==> config.mk <==
export PLATFORM = sky130hd
export DESIGN_NAME = proc_sched_arbiter
export DESIGN_NICKNAME = d
export VERILOG_FILES = /design/src/rtl/proc_sched_arbiter.sv
export SDC_FILE = /design/constraint.sdc
export NUM_CORES = 1
export LEC_CHECK = 0
export BUFFER_PORTS_ARGS = -buffer_cell sky130_fd_sc_hd__clkbuf_2
export CORE_MARGIN = 2
export CORE_UTILIZATION = 40
export CTS_CLUSTER_DIAMETER = 50
export DETAILED_ROUTE_END_ITERATION = 7
export GPL_TIMING_DRIVEN = 1
export SYNTH_ARGS = -nofsm -noshare
export SYNTH_HDL_FRONTEND = slang
export SYNTH_SLANG_ARGS = --single-unit
==> constraint.sdc <==
create_clock -name clk -period 3.6 [get_ports clk]
set_input_delay 0.36 -clock clk [delete_from_list [all_inputs] [get_ports clk]]
set_output_delay 0.36 -clock clk [all_outputs]
set_load 0.01 [all_outputs]
==> src/rtl/proc_sched_arbiter.sv <==
// proc_sched_arbiter
//   Shares one output register among NPROC requesting processes. One
//   process at a time holds a round-robin grant. When the holder strobes
//   done, its result is latched into o_out and o_out_valid pulses. A holder
//   that drops its request is abandoned quietly. A holder that stalls for
//   TIMEOUT cycles in BUSY is aborted, and o_err pulses.
//
// Ports
//   clk          rising-edge clock
//   rst_n        asynchronous active-low reset
//   i_req        per-process request level, held until done
//   i_req_data   process i result at bits [i*DW +: DW]
//   i_done       per-process one-cycle result-valid strobe
//   o_gnt        one-hot grant, registered
//   o_out        shared output register
//   o_out_valid  one-cycle pulse when o_out has just been updated
//   o_err        one-cycle pulse on timeout abort
//   o_busy       high whenever the FSM is not in IDLE
//
// States
//   state   | meaning
//   IDLE    | no grant; round-robin scan of i_req starting after r_last
//   GRANT   | grant issued; timer cleared; done from winner already honoured
//   BUSY    | waiting for done / request drop / timeout of the winner
//   RELEASE | grant removed; o_out_valid or o_err visible; r_last updated
module proc_sched_arbiter #(
    parameter int NPROC   = 4,
    parameter int DW      = 6,
    parameter int TIMEOUT = 15
) (
    input  logic                clk,
    input  logic                rst_n,
    input  logic [NPROC-1:0]    i_req,
    input  logic [NPROC*DW-1:0] i_req_data,
    input  logic [NPROC-1:0]    i_done,
    output logic [NPROC-1:0]    o_gnt,
    output logic [DW-1:0]       o_out,
    output logic                o_out_valid,
    output logic                o_err,
    output logic                o_busy
);

    localparam int IW = (NPROC > 1) ? $clog2(NPROC) : 1;

    typedef enum logic [1:0] {
        S_IDLE    = 2'd0,
        S_GRANT   = 2'd1,
        S_BUSY    = 2'd2,
        S_RELEASE = 2'd3
    } state_t;

    state_t          r_state;
    logic [IW-1:0]   r_win;
    logic [IW-1:0]   r_last;
    logic [7:0]      r_tcnt;

    logic [IW-1:0]   w_pick;
    logic [IW-1:0]   w_idx;
    logic            w_win_done;
    logic            w_win_req;
    logic [DW-1:0]   w_win_data;
    logic [NPROC-1:0] w_onehot;

    // Scan from the farthest offset down to the nearest so the last hit is
    // the first requester after r_last in round-robin order.
    always_comb begin
        w_pick = '0;
        w_idx  = '0;
        for (int off = NPROC; off >= 1; off--) begin
            w_idx = IW'((int'(r_last) + off) % NPROC);
            if (i_req[w_idx]) begin
                w_pick = w_idx;
            end
        end
    end

    assign w_win_done = i_done[r_win];
    assign w_win_req  = i_req[r_win];
    assign w_win_data = i_req_data[int'(r_win)*DW +: DW];
    assign w_onehot   = {{(NPROC-1){1'b0}}, 1'b1} << w_pick;

    always_ff @(posedge clk or negedge rst_n) begin
        if (!rst_n) begin
            r_state     <= S_IDLE;
            r_win       <= '0;
            r_last      <= IW'(NPROC-1);
            r_tcnt      <= '0;
            o_gnt       <= '0;
            o_out       <= '0;
            o_out_valid <= 1'b0;
            o_err       <= 1'b0;
            o_busy      <= 1'b0;
        end else begin
            o_out_valid <= 1'b0;
            o_err       <= 1'b0;
            case (r_state)
                S_IDLE: begin
                    if (|i_req) begin
                        r_win   <= w_pick;
                        o_gnt   <= w_onehot;
                        o_busy  <= 1'b1;
                        r_state <= S_GRANT;
                    end
                end
                S_GRANT: begin
                    r_tcnt <= '0;
                    // A done coinciding with the grant cycle is accepted as if in BUSY.
                    if (w_win_done) begin
                        o_out       <= w_win_data;
                        o_out_valid <= 1'b1;
                        o_gnt       <= '0;
                        r_state     <= S_RELEASE;
                    end else begin
                        r_state <= S_BUSY;
                    end
                end
                S_BUSY: begin
                    if (w_win_done) begin
                        o_out       <= w_win_data;
                        o_out_valid <= 1'b1;
                        o_gnt       <= '0;
                        r_state     <= S_RELEASE;
                    end else if (!w_win_req) begin
                        o_gnt   <= '0;
                        r_state <= S_RELEASE;
                    end else if (r_tcnt == 8'(TIMEOUT-1)) begin
                        o_err   <= 1'b1;
                        o_gnt   <= '0;
                        r_state <= S_RELEASE;
                    end else begin
                        r_tcnt <= r_tcnt + 8'd1;
                    end
                end
                S_RELEASE: begin
                    r_last  <= r_win;
                    o_busy  <= 1'b0;
                    r_state <= S_IDLE;
                end
                default: begin
                    o_gnt   <= '0;
                    o_busy  <= 1'b0;
                    r_state <= S_IDLE;
                end
            endcase
        end
    end

endmodule

== Word-level counts from Yosys, hierarchy flattened ==
Cells that the tools add are included.
Word-level totals
  flip-flop bits (word level): 27
  latch bits: 0
  RAM bits: 0
  bits in read-only memories: 0
  input port bits: 34
  output and inout bits: 13
  logic and storage cells: 84
  memories: 0
Operators by class
  add/sub/neg operators: 5
  multiply operators: 1
  div/mod/pow operators: 0
  magnitude comparators: 5
  equality and inequality tests: 10
  shift operators: 2
  mux-type cells: 40
  bitwise operators: 0
  reductions and logical operators: 12
Operators by type and width (count)
  8-bit two-way mux: 3
  24-bit by 6-bit indexed part select with 6-bit output: 1
  4-bit two-way mux: 5
  2-bit two-way mux: 8
  8-bit case mux with 2 select lines: 1
  2-bit by 3-bit less-than comparator with 1-bit output (second input constant): 5
  1-bit two-way mux: 14
  1-bit binary-select mux with 2-bit select: 6
  4-bit case mux with 3 select lines: 1
  2-bit != test (second input constant): 5
  8-bit by 1-bit adder with 8-bit output (second input constant): 1
  8-bit by 4-bit equality test with 1-bit output (second input constant): 1
  2-bit case mux with 4 select lines: 1
  2-bit AND reduction: 4
  4-bit AND reduction: 2
  2-bit by 1-bit adder with 2-bit output (second input constant): 2
  2-bit adder (second input constant): 2
  2-bit equality test (second input constant): 2
  2-bit by 2-bit multiplier with 4-bit output (second input constant): 1
  4-bit != test (second input constant): 1
  2-bit nonzero test: 2
  4-bit OR reduction: 1
  1-bit by 2-bit left shift with 4-bit output (first input constant): 1
  3-bit nonzero test: 1
  other kinds (4): 4

== Logic depth before layout (Yosys ltp) ==
Gate-level depths: netlist of run 1.
  word-level depth: 10
  depth in mapped cells: 8
  depth with buffers taken out: 7

== Worst setup path before layout of run 1 ==
OpenSTA, ideal clock, no wires.
  path type: register to register
  start point: register r_tcnt[0]
  end point: register o_gnt[0]
  arrival: 1797 ps
  slack: 1678 ps
  cell stages (with the launch flop): 9
  path buffers: 1
  clock period less this slack: 1922 ps
  cell sequence: dfrtp_1 -> inv_1 -> ha_1 -> nand4b_1 -> o41ai_1 -> nand2b_2 -> buf_6 -> nand4_4 -> mux2_4
Between the ends
  cells in the longest elaborated chain, start to end: 3
RTL lines
  start: declaration: RTL line 55  | logic [7:0] r_tcnt;
  start signal: assignment: RTL line 131  | r_tcnt <= r_tcnt + 8'd1;
  8-bit by 4-bit equality test with 1-bit output: RTL line 126  | end else if (r_tcnt == 8'(TIMEOUT-1)) begin
  4-bit != test (no line)
  4-bit AND reduction (no line)
  end signal: assignment: RTL line 100  | o_gnt <= w_onehot;
  end: declaration: RTL line 36  | output logic [NPROC-1:0] o_gnt,
No other way between the ends.
A chain may end at the register's enable or synchronous reset.

== Worst setup path in the final report of run 1 ==
  start point: register r_tcnt[0]
  end point: register o_gnt[3]
The elaborated chain is that of the path after synthesis.

==> results of run 1 <==
## per-stage QoR
| step | area [sq um] | utilization [%] | total power, W |
|---|---|---|---|
| 2_1_floorplan | 1650 | - | 0.00107 |
| 3_3_place_gp | 1910 | 48.1 | 0.00123 |
| 3_5_place_dp | 1910 | 48.1 | 0.00127 |
| 4_1_cts | 1960 | 49.3 | 0.00144 |
| 5_1_grt | 1960 | 49.3 | 0.00154 |
| 6_report | 1960 | 49.3 | 0.00143 |
## layout by cell type (no fill, tap or decap), drive strengths merged, types with 3 or more instances in the layout
cell type,n
nand2,14
ha,6
o21ai,4
nand4,3
a31oi,3
clkbuf,49
nor2,8
nand2b,7
nor2b,7
mux4,7
dfrtp,25
mux2,11
a21oi,3
mux2i,7
inv,10
nand3,5
## power by group through the flow
stage | logic [W] | registers (W) | clock network (W)
after floorplan | 0.000548 | 0.000519 | 0
after global placement | 0.000698 | 0.000531 | 0
after detailed placement | 0.000722 | 0.000543 | 0
after CTS | 0.000725 | 0.000536 | 0.000182
after global routing | 0.000787 | 0.000553 | 0.000198
final | 0.000712 | 0.000537 | 0.000178
## registers in the layout, indices dropped and copies added (netlist names)
signal and flops:
o_busy 1, o_err 1, o_gnt 4, o_out 6
o_out_valid 1, r_last 2, r_state 2, r_tcnt 8
r_win 2
## metal layers
metal | routed length [um] | part of all wire [%] | vias to the layer above | GRT usage [%]
li1 | - | - | 620 | -
met1 | 1450 | 41 | 620 | 20.3
met2 | 1930 | 54 | 21 | 32.0
met3 | 141 | 4.0 | 5 | 4.28
met4 | 36 | 1.0 | 0 | 4.75
met5 | 0 | 0 | - | 0
## kinds of logic (layout without fill, tap and decap cells)
group	count (synthesis)	in the layout	share of synthesized area, %
xor gates and xnor gates	2	2	1.06
muxes	25	25	23.4
DFF	27	27	41.2
AOI/OAI and AO/OA	18	18	7.37
adders and majority gates	6	6	4.56
and+or+nand+nor	54	54	18.2
buffers and inverters	13	60	4.25
## cell usage after synthesis (3+ instances only)
cell type,number,share of area (%)
mux4_1,6,9.6
o21ai_0,4,1.2
a21oi_1,3,0.91
ha_1,6,4.6
nand2b_1,6,2.3
nand2_1,14,3.2
dfrtp_1,25,38
nor2_1,8,1.8
mux2_2,8,5.5
nor2b_1,7,2.7
mux2i_1,7,4.3
inv_1,9,2.1
nand3_1,5,1.5
a31oi_1,3,1.1
mux2_4,3,2.7
## final timing paths
path | from | endpoint | slack [ns] | depth (start not counted)
max | r_tcnt[0]$_DFFE_PN0P_ | o_gnt[3]$_DFFE_PN0P_ | 1.44 | 7
min | rst_n | o_out_valid$_DFF_PN0_ | 0.1 | 1
max reg2reg | r_tcnt[0]$_DFFE_PN0P_ | o_gnt[3]$_DFFE_PN0P_ | 1.44 | 7
min reg2reg | o_out[2]$_DFFE_PN0P_ | o_out[2]$_DFFE_PN0P_ | 0.52 | 1
max in group asynchronous | rst_n | o_gnt[0]$_DFFE_PN0P_ | 3.08 | 1
min in group clk | o_out[2]$_DFFE_PN0P_ | o_out[2]$_DFFE_PN0P_ | 0.52 | 1
## worst register-to-register path, delay by kind of cell (launching register included)
| family | cells | cell delay [ns] |
|---|---|---|
| compound gates | 1 | 0.44 |
| fa+ha+maj | 1 | 0.14 |
| buf+inv | 1 | 0.09 |
| flops | 1 | 0.46 |
| mux | 1 | 0.33 |
| simple gates | 3 | 0.61 |
## final cells by class
cell class	count	area, sq um
multi-input combinational	105	898
timing repair buffer	46	230
clock inverter	1	5.00
inverter	10	42.5
clock buffer	3	41.3
tap	50	62.6
fill	376	2010
sequential	27	678
==> metrics.txt, run 1 <==
Post-synth EDFFs=0; Sw Ratio=39.2%; core area=0.00397 sq mm; register area share after synthesis=between 40% and 50%; worst slack at placement=1.46 ns; Post-CTS Setup Inserts=0; CTS tree=yes; chip width=between 60 and 70 um; Sw Pwr=0.000559 W; mapped cell area=0.00165 sq mm; total grt overflow=0; # rows=23; max-cap check violation count=0; crit path time final=2.16 ns; Post-Synthesis Cells=145; last weighted congestion value of the routability-driven placer=0.854; die area=0.00465 sq mm; post-synthesis register bit count=27; P_int=0.000868 W; Port Buf Inserts=46; part of the power in registers=37.6%; pin count of the biggest net entering global routing=28; worst path bufs/invs=1; cell family with most CP delay=simple AND/OR/NAND/NOR gates; root buffer cell=clkbuf_8; # clock sinks=27; Post-Layout Cell Count=about 240; Comb power frac=roughly 50%; Num CTS Buffers=3; peak supply drop=361 uV; Clock Pin Slew Worst Setup and Hold Paths=0.10 ns; hpwl dp=around 2800 um; Vias/cell=5.23; layout cells sized above 1=a little over a third; CP max stage cell=dfrtp_1; Fmax achieved=roughly 0.46 GHz; Post-CTS Resized=0; CP cell instances=inv_1 -> ha_1 -> nand4b_1 -> o41ai_1 -> nand2b_2 -> nand4_4 -> mux2_4; post-DR wirelength/cell=14.7 um; Clk pwr share=12.5%; setup ws final=1.44 ns; endpoints failing setup=0; DRT iter0 DRCs=between 40 and 50; Skew-Pair Late Insertion Delay=0.28 ns; Inst Count DP=approximately 240; vias=1266; Post-synth top flop=dfrtp_1; CP Capture Type=flop; DRT antenna net count=0; Warnings, synthesis=0; vias in the first global route=1319; fin nets=roughly 230; Worst EP arrival=between 2 and 2.5 ns; Hold Path Class=in -> async; crit path kind=reg -> reg; Critical Path Source Type=flop; outcome=finished, final reports clean; critical path required time=3.78 ns; Tot GR Track Use=17.5%; H-tree depth=1; Inserted Diodes=0; RSZ-0062 raised after global routing=false; Net Count, Synth=185; Worst-Margin Slew=~0.67 ns; Final Max Slew Viols=0; Synth async-reset ratio=100%; cts hold-fix bufs=0; CP max FO=10; relative slew slack=55.5%; synth-to-layout area growth=18.9%; Netlist cell types=40; crit-path max cell delay=0.46 ns; final setup TNS=0 ns; first-pass detailed-route iteration total=4; clock skew=about 0.0040 ns; Cell Pwr Density=729 mW/mm^2; smallest hold slack=0.0958 ns; Pleak=roughly 0.96 nW; die height=68.2 um; DR DRC count=0; Initial Util=41.5%; first-pass GRT wire length=between 5000 and 6000 um; Fin. Hold Viols=0; Clock Path Buffers=2; Top Ports=47; initial antenna violation count=0; Final period util=60.1%; DRT Wirelength=~3600 um; Syn Area/Cell=11.4 sq um
(Power assumes the default switching activity.)
==> run 2, diff against run 1 <==
--- a/config.mk
+++ b/config.mk
@@ -5,12 +5,14 @@
 export SDC_FILE = /design/constraint.sdc
 export NUM_CORES = 1
 export LEC_CHECK = 0
+export ABC_AREA = 1
 export BUFFER_PORTS_ARGS = -buffer_cell sky130_fd_sc_hd__clkbuf_2
 export CORE_MARGIN = 2
 export CORE_UTILIZATION = 40
 export CTS_CLUSTER_DIAMETER = 50
 export DETAILED_ROUTE_END_ITERATION = 7
 export GPL_TIMING_DRIVEN = 1
+export PLACE_DENSITY = 0.65
 export SYNTH_ARGS = -nofsm -noshare
 export SYNTH_HDL_FRONTEND = slang
 export SYNTH_SLANG_ARGS = --single-unit
==> constraint.sdc (replaced) <==
create_clock -name clk -period 1.9 [get_ports clk]
set_input_delay 0.19 -clock clk [delete_from_list [all_inputs] [get_ports clk]]
set_output_delay 0.19 -clock clk [all_outputs]
set_load 0.01 [all_outputs]
==> metrics.txt, run 2 <==
CP dominant cell by count=inv_1; DRT Wirelength=about 3900 um; vias in the first global route=1607; cell taking the most area after synthesis=dfrtp_1; total grt overflow=0; Critical Path Source Type=flop; # rows=24; Final Max Slew Viols=0; DRT antenna net count=0; max-cap check violation count=0; Post-synth EDFFs=0; Worst-Margin Slew=0.652 ns; fin nets=338; Post-Synthesis Cells=249; post-synthesis register bit count=27; Initial Util=42.0%; DR DRC count=0; endpoints failing setup=0; cts hold-fix bufs=1; final setup TNS=0 ns; top-count cell post-synth=nand2_1; Tot GR Track Use=16.5%; CP max FO=10; routed wl met3=231 um; Post-synth top flop=dfrtp_1; Vias/cell=approximately 4.9; Fmax achieved=0.587 GHz; die area=0.00516 sq mm; Inst Count DP=344; placed instance area=0.00211 sq mm; RSZ-0062 raised after global routing=false; Inserted Diodes=0; leading cell type in the layout, fill and taps excluded=nand2_1; Fin. Hold Viols=0; DR WL met2=1700 um; Final period util=89.7%; pin count of the biggest net entering global routing=28; Seq. cell area=slightly below 700 sq um; Cell Pwr Density=roughly 1500 mW/mm^2; clock skew=0.00362 ns; Pleak=1.13 nW; smallest hold slack=0.333 ns; met1 WL=1910 um; synth top area cells=dfrtp_1 34%, nand2_1 13%, nand3_1 5.7%; Worst EP arrival=1.87 ns; critical path required time=2.06 ns; initial antenna violation count=0; Warnings, synthesis=0; post-DR wirelength/cell=between 10 and 15 um; CP cell instances=inv_1 -> ha_1 -> inv_1 -> nor2_1 -> nand3_4 -> nand2_4 -> nand3_1 -> nand2_1 -> a21oi_2; CTS tree=yes; peak supply drop=between 600 and 700 uV; Top reg by flops=r_tcnt; hpwl dp=3110 um; chip width=71.9 um; synth-to-layout area growth=17.8%; design area=0.00217 sq mm; mapped cell area=0.00184 sq mm; relative slew slack=56.5%; Skew-Pair Late Insertion Delay=approximately 0.27 ns; Post-Layout Cell Count=349; vias=about 1700; Synth async-reset ratio=100%; first-pass detailed-route iteration total=4; Num CTS Buffers=3; Post-CTS Setup Inserts=0; top post-synthesis cells by count=63 x nand2_1, 28 x nor2_1, 25 x dfrtp_1; share of the synthesized area in the top cell type=34.0%; Port Buf Inserts=between 40 and 50; Netlist cell types=27; Post-CTS Resized=0; H-tree depth=1; crit path kind=reg -> reg; Hold Path Class=in -> reg; layout cells sized above 1=27.3%; first-pass GRT wire length=6910 um; top layer in use=met4; Net Count, Synth=289; CP max stage cell=dfrtp_1; outcome=finished, final reports clean; Clock Pin Slew Worst Setup and Hold Paths=0.08 ns; core area=0.00438 sq mm; Top Ports=between 40 and 50; CP Capture Type=flop; crit-path max cell delay=between 0.4 and 0.5 ns; number of flip-flops in the largest register=8; Syn Area/Cell=roughly 7.4 sq um; register area share after synthesis=36.8%; last weighted congestion value of the routability-driven placer=0.797; setup ws final=0.196 ns; die height=around 72 um; most frequent cells in the layout=63 x nand2_1, 46 x clkbuf_2, 28 x nor2_1; top flop regs=r_tcnt (8), o_out (6), o_gnt (4); crit path time final=1.70 ns; Clock Path Buffers=2; area of the multi-input gates=0.00100 sq mm; root buffer cell=clkbuf_8; worst slack at placement=0.208 ns; # clock sinks=27; DRT iter0 DRCs=141; final-layout fill cell count=~450
==> run 2: changes by cell type after synthesis, sizes merged, moves of 20 or more <==
cell,change
nand2,+57
o21ai,+26
nand3,+20
nor2,+22
inv,+20
==> run 2: kinds of logic (layout without fill, tap and decap cells) <==
logic type / count (synthesis) / count (layout) / share of synthesized area (%)
flip-flops: 27 / 27 / 36.8
AND/OR/NAND/NOR: 133 / 133 / 34.3
AO/OA/AOI/OAI: 40 / 40 / 11.5
buffers and inverters: 35 / 83 / 8.70
XOR/XNOR: 2 / 2 / 0.951
multiplexers: 6 / 6 / 3.67
adder cells (fa/ha/maj): 6 / 6 / 4.08
==> run 2: metrics by stage <==
| stage | util [%] | total power, W |
|---|---|---|
| global placement | 48.2 | 0.00293 |
| CTS | 49.5 | 0.00327 |
| finish | 49.5 | 0.00323 |
| floorplan | - | 0.00250 |
| global route | 49.5 | 0.00360 |
| detailed placement | 48.2 | 0.00295 |
==> run 2: worst max-delay path: cells and delay by family (launching register included) <==
| kind | cells | cell delay, ns |
|---|---|---|
| buf+inv | 2 | 0.22 |
| compound gates | 1 | 0.04 |
| simple gates | 5 | 0.67 |
| fa+ha+maj | 1 | 0.25 |
| flops | 1 | 0.42 |
==> run 2: report_power, final <==
part           internal, W  leakage (nW)  switching (W)
clock             0.000150        0.0228       0.000160
combinational     0.000752         0.765        0.00121
sequential        0.000789         0.344       0.000177
==> run 2: cell type report <==
class,instances,share of cell area [%]
tap,52,3.00
sequential,27,31.3
clock buffer,4,2.08
inverter,30,5.65
multi-input combinational,187,46.3
timing repair buffer,49,11.8
==> run 2: routing by layer <==
metal	vias to the layer above	GRT usage, %
met5	-	0
met4	0	3.56
met3	7	3.38
met2	42	26.7
met1	762	22.7
li1	910	-
==> run 2: final timing paths <==
check                                        endpoint  slack, ns              startpoint  cells past startpoint
min in group asynchronous       r_tcnt[5]$_DFFE_PN0P_       0.48                   rst_n                      2
max in group asynchronous        r_win[1]$_DFFE_PN0P_       1.01                   rst_n                      2
worst max register to register  r_tcnt[4]$_DFFE_PN0P_       0.20  r_state[0]$_DFFE_PN0P_                      9
worst min-delay path             r_win[1]$_DFFE_PN0P_       0.33                i_req[3]                      6
worst max-delay path            r_tcnt[4]$_DFFE_PN0P_       0.20  r_state[0]$_DFFE_PN0P_                      9
worst min register to register   o_gnt[3]$_DFFE_PN0P_       0.49    o_gnt[3]$_DFFE_PN0P_                      2
